$ cat src/rtl/morse_input_conditioner.sv
// Morse key front end: synchronises and debounces a raw key input, then
// classifies presses into dot/dash and released gaps into letter/word ends.
module morse_input_conditioner #(
    parameter int DEBOUNCE_CYC   = 500000,
    parameter int DOT_MAX_CYC    = 12500000,
    parameter int LETTER_GAP_CYC = 25000000,
    parameter int WORD_GAP_CYC   = 50000000,
    parameter int ACTIVE_LOW     = 1
) (
    input  logic       clk,
    input  logic       reset,
    input  logic       morse_in,
    output logic       key_down,
    output logic       sym_valid,
    output logic [1:0] sym_code,
    output logic       busy
);

    localparam int CW = $clog2(WORD_GAP_CYC + 1);

    localparam logic            IDLE_LEVEL = (ACTIVE_LOW != 0);
    localparam logic [CW-1:0]   ONE        = CW'(1);
    localparam logic [CW-1:0]   DEB_LAST   = CW'(DEBOUNCE_CYC - 1);
    localparam logic [CW-1:0]   DOT_MAX    = CW'(DOT_MAX_CYC);
    localparam logic [CW-1:0]   LETTER_GAP = CW'(LETTER_GAP_CYC);
    localparam logic [CW-1:0]   WORD_GAP   = CW'(WORD_GAP_CYC);

    localparam logic [1:0] CODE_DOT    = 2'b00;
    localparam logic [1:0] CODE_DASH   = 2'b01;
    localparam logic [1:0] CODE_LETTER = 2'b10;
    localparam logic [1:0] CODE_WORD   = 2'b11;

    typedef enum logic [1:0] {
        IDLE  = 2'd0,
        PRESS = 2'd1,
        GAP   = 2'd2
    } state_t;

    logic          sync_1;
    logic          sync_2;
    logic          key_level;
    logic [CW-1:0] deb_cnt;
    logic          key_down_d;
    logic          key_rise;
    logic          key_fall;

    state_t        state;
    state_t        next_state;
    logic [CW-1:0] press_cnt;
    logic [CW-1:0] next_press_cnt;
    logic [CW-1:0] gap_cnt;
    logic [CW-1:0] next_gap_cnt;
    logic          next_sym_valid;
    logic [1:0]    next_sym_code;

    // Reset loads the released level so a held key is debounced afresh.
    always_ff @(posedge clk) begin
        if (reset) begin
            sync_1 <= IDLE_LEVEL;
            sync_2 <= IDLE_LEVEL;
        end else begin
            sync_1 <= morse_in;
            sync_2 <= sync_1;
        end
    end

    assign key_level = sync_2 ^ IDLE_LEVEL;

    always_ff @(posedge clk) begin
        if (reset) begin
            deb_cnt  <= '0;
            key_down <= 1'b0;
        end else if (key_level == key_down) begin
            deb_cnt <= '0;
        end else if (deb_cnt == DEB_LAST) begin
            deb_cnt  <= '0;
            key_down <= ~key_down;
        end else begin
            deb_cnt <= deb_cnt + ONE;
        end
    end

    always_ff @(posedge clk) begin
        if (reset) begin
            key_down_d <= 1'b0;
        end else begin
            key_down_d <= key_down;
        end
    end

    assign key_rise = key_down & ~key_down_d;
    assign key_fall = ~key_down & key_down_d;

    always_ff @(posedge clk) begin
        if (reset) begin
            state     <= IDLE;
            press_cnt <= '0;
            gap_cnt   <= '0;
            sym_valid <= 1'b0;
            sym_code  <= CODE_DOT;
        end else begin
            state     <= next_state;
            press_cnt <= next_press_cnt;
            gap_cnt   <= next_gap_cnt;
            sym_valid <= next_sym_valid;
            sym_code  <= next_sym_code;
        end
    end

    // Key edges are tested before gap thresholds, so an edge that lands on
    // a threshold cycle suppresses that threshold's symbol.
    always_comb begin
        next_state     = state;
        next_press_cnt = press_cnt;
        next_gap_cnt   = gap_cnt;
        next_sym_valid = 1'b0;
        next_sym_code  = sym_code;

        case (state)
            IDLE: begin
                next_press_cnt = '0;
                next_gap_cnt   = '0;
                if (key_rise) begin
                    next_state     = PRESS;
                    next_press_cnt = ONE;
                end
            end

            PRESS: begin
                if (key_fall) begin
                    next_sym_valid = 1'b1;
                    next_sym_code  = (press_cnt < DOT_MAX) ? CODE_DOT : CODE_DASH;
                    next_state     = GAP;
                    next_gap_cnt   = ONE;
                end else if (press_cnt < DOT_MAX) begin
                    next_press_cnt = press_cnt + ONE;
                end
            end

            GAP: begin
                if (key_rise) begin
                    next_state     = PRESS;
                    next_press_cnt = ONE;
                end else if (gap_cnt == WORD_GAP) begin
                    next_sym_valid = 1'b1;
                    next_sym_code  = CODE_WORD;
                    next_state     = IDLE;
                    next_gap_cnt   = '0;
                end else begin
                    if (gap_cnt == LETTER_GAP) begin
                        next_sym_valid = 1'b1;
                        next_sym_code  = CODE_LETTER;
                    end
                    if (gap_cnt < WORD_GAP) begin
                        next_gap_cnt = gap_cnt + ONE;
                    end
                end
            end

            default: begin
                next_state = IDLE;
            end
        endcase
    end

    assign busy = (state != IDLE);

endmodule

$ cat config.mk
export PLATFORM = sky130hd
export DESIGN_NAME = morse_input_conditioner
export DESIGN_NICKNAME = d
export VERILOG_FILES = /design/src/rtl/morse_input_conditioner.sv
export SDC_FILE = /design/constraint.sdc
export NUM_CORES = 1
export LEC_CHECK = 0
export ABC_AREA = 0
export ABC_CLOCK_PERIOD_IN_PS = 3000
export CAP_MARGIN = 20
export CORE_ASPECT_RATIO = 1.75
export CORE_UTILIZATION = 62
export CTS_CLUSTER_DIAMETER = 40
export DETAILED_ROUTE_END_ITERATION = 8
export GPL_ROUTABILITY_DRIVEN = 0
export HOLD_SLACK_MARGIN = 0.08
export PLACE_DENSITY = 0.81
export SETUP_SLACK_MARGIN = 0.4
export SLEW_MARGIN = 40
export SYNTH_ARGS = -nofsm -noshare
export SYNTH_HDL_FRONTEND = slang
export SYNTH_SLANG_ARGS = --single-unit
export TNS_END_PERCENT = 50
$ cat constraint.sdc
create_clock -name clk -period 3 [get_ports clk]
set_input_delay 0.45 -clock clk [delete_from_list [all_inputs] [get_ports clk]]
set_output_delay 0.45 -clock clk [all_outputs]
set_load 0.005 [all_outputs]
==> metrics.csv <==
stage;metric;value;unit
status;status;completed;
power;LEAKAGE;1.69;nW
synthesis;Async SR Flop Fraction;0;%
critical_path;Reg2Reg Setup Slack;0.46;ns
power;Psw;0.000558;W
sta;max-slew violations;0;
clocking;clock root buffer;clkbuf_16;
clocking;CTS sink cnt;87;
global_route;vias in the first global route;4096;
sta;worst slew pin tran;0.746;ns
sta;Setup Skew;0.00382;ns
sta;final setup fails;0;
power;Sw Ratio;22.9;%
sta;fin crit share;84.7;%
critical_path;delay-heaviest family, CP;simple AND/OR/NAND/NOR gates;
critical_path;crit-path max cell delay;0.57;ns
clocking;post-CTS resize count;0;
power;Clk pwr share;46.7;%
power;Cell Int Power;0.00188;W
cells_and_area;layout cells sized above 1;8.19;%
sta;Hold WS;0.412;ns
critical_path;CP max stage cell;or4_4;
cells_and_area;Diodes inserted;0;
synthesis;synthesized area;4590;um2
synthesis;Syn Nets;593;
clocking;post-cts hold buffer count;0;
sta;RSZ-0062 raised after global routing;true;
flow_run;MaxCap Viol Count;0;
floorplan;Die ar.;7760;um2
clocking;# Post-CTS Setup Buffers;0;
global_route;first-pass GRT wire length;18400;um
clocking;H-tree levels;3;
placed_design;IO buf count;7;
sta;Setup TNS Final;0;ns
critical_path;Max Fanout on Critical Path;10;
synthesis;Syn Inst Count;582;
clocking;CTS tree;built;
routing;routed vias;4379;
global_route;grt total ovfl;0;
cells_and_area;Layout area overhead;11.2;%
cells_and_area;fill count;570;
critical_path;crit path cell chain;or3b_4 -> or4_4 -> o31ai_4 -> o21ai_2 -> or4_1 -> a21oi_1;
critical_path;WP data arrival;2.82;ns
floorplan;Core ar.;7180;um2
min_path;class of the tightest hold or removal check;reg2reg;
power;sequential share of power;47.9;%
sta;Max-slew headroom;50.1;%
global_route;initial antenna violation count;0;
synthesis;Post-Syn Area per Cell;7.88;um2
synthesis;post-synth cell types;59;
synthesis;count of state elements after synthesis;87;
power;PD cells;478;nW/um2
power;Comb power frac;5.4;%
synthesis;most common flop cell mapped by yosys;dfxtp_1;
cells_and_area;Seq. cell area;1740;um2
floorplan;row count;41;
global_route;global-route usage over all layers;30.7;%
floorplan;Die Ht;116;um
floorplan;Horiz. Die Dim;67.0;um
sta;final hold violations;0;
placed_design;post-DP HPWL;7800;um
synthesis;sequential area share after synthesis;38.0;%
sta;min cycle time layout;2.54;ns
floorplan;num ports;8;
synthesis;Post-synth EDFFs;0;
clocking;clk_lat worst skew;0.35;ns
routing;total routed wirelength;11000;um
cells_and_area;multi-input logic area;2710;um2
routing;Initial DRC Count;316;
clocking;CTS max path bufs;2;
placed_design;worst slack, placed;0.454;ns
synthesis;warning count from the yosys run;0;
clocking;Clk pin slew, worst setup/hold paths;0.06;ns
placed_design;placed inst area;4780;um2
global_route;largest net degree at the start of global routing;27;
cells_and_area;Final Cell Area;5100;um2
sta;setup ws final;0.459;ns
routing;post-route DRC violation count;0;
sta;top achievable clock speed;394;MHz
cells_and_area;Nets;604;
routing;WL/cell;16.1;um
critical_path;CP endpoint kind;flip-flop;
critical_path;WP data required;3.28;ns
power;Power Total;0.00244;W
floorplan;Starting Density;63.9;%
routing;routed vias/inst;6.40;
clocking;total CTS buffers;9;
critical_path;Critical Path Start Type;flip-flop;
critical_path;WS Path Type;reg2reg;
routing;Routed Antenna Nets;0;
routing;DR pass1 iterations;4;
power;Max VDD drop;381;uV
critical_path;Buf/Inv on CP;0;
worst register-to-register path, delay by kind of cell (launching register included):
family / cells / cell delay (ns)
compound gates: 3 / 0.54
flops: 1 / 0.40
simple gates: 3 / 1.54
cell usage in the layout, fill, tap and decap left out, types with 3 or more instances in the layout:
cell / n
nor2_1: 69
xnor2_1: 10
nand4_1: 30
clkbuf_16: 9
nor2b_1: 8
xor2_1: 15
ha_1: 8
o21ai_0: 65
nor3_1: 14
nor4_1: 8
nand2b_1: 4
or3_1: 6
a21oi_1: 29
clkdlybuf4s50_1: 7
nand4bb_1: 3
and4_1: 7
nand3_1: 30
and3_1: 14
buf_4: 13
inv_1: 15
nand4b_1: 3
and2_1: 8
a31oi_1: 10
o21a_1: 3
or4_1: 4
nor4b_1: 3
or2_2: 7
o31ai_1: 9
dfxtp_1: 86
o41ai_1: 4
nand2_1: 53
routing by layer:
metal  track usage [%]  part of all wire (%)
met1              33.5                    40
met2              53.7                    53
met3              6.10                   3.5
met4              17.3                   3.0
met5                 0                     0
sequential cells by signal, summed over array words and instances (netlist names):
register    count
key_down        1
state           2
sym_code        2
sync_1          1
sym_valid       1
press_cnt      26
gap_cnt        26
deb_cnt        26
key_down_d      1
sync_2          1
final cells by class:
class                   instances  share of cell area [%]
repair buffers                 21                    3.51
inverters                      15                    1.10
flip-flops and latches         87                    34.2
clock inverters                 6                    1.32
clock buffers                  10                    4.68
multi-input cells             459                    53.1
well taps                      86                    2.11
path summary, 6_finish.rpt:
path,end,start,depth (start not counted)
min,sync_2,sync_1,1
max,gap_cnt[21],gap_cnt[18],6
min reg2reg,sync_2,sync_1,1
max reg2reg,gap_cnt[21],gap_cnt[18],6
cell usage after synthesis, drive strengths merged (10+ instances only):
master  count  area (um2)
nor2       70         263
xor2       15         131
a31oi      10        62.6
o21ai      68         344
nand2      53         199
o31ai      10        88.8
clkbuf     17        63.8
inv        15        56.3
nor3       15        75.1
nand3      30         150
xnor2      10        87.6
and3       14        87.6
nand4      30         188
dfxtp      87        1740
a21oi      29         145
cell families (layout without fill, tap and decap cells):
logic type      count (synthesis)  in the layout  synth area share [%]
xor+xnor                       25             25                  4.77
compound gates                144            144                  19.6
simple gates                  280            280                  31.9
buf+inv                        36             52                  3.16
fa+ha+maj                       8              8                  2.18
flops                          87             87                  38.0
mux                             2              2                 0.436
per-stage QoR:
step                util [%]  cells
finish                  71.0    684
global route            71.0    684
CTS                     70.9    684
detailed placement      66.6    668
global placement        66.6    668
floorplan                  -    582
power groups by stage:
stage	sequential [W]	combinational, W	clock [W]
2_1_floorplan	0.00119	0.0000924	0
4_1_cts	0.00117	0.000129	0.00115
3_5_place_dp	0.00119	0.000126	0
3_3_place_gp	0.00119	0.000124	0
6_report	0.00117	0.000133	0.00114
5_1_grt	0.00117	0.000146	0.00120
Power figures use the tool's default switching activity.
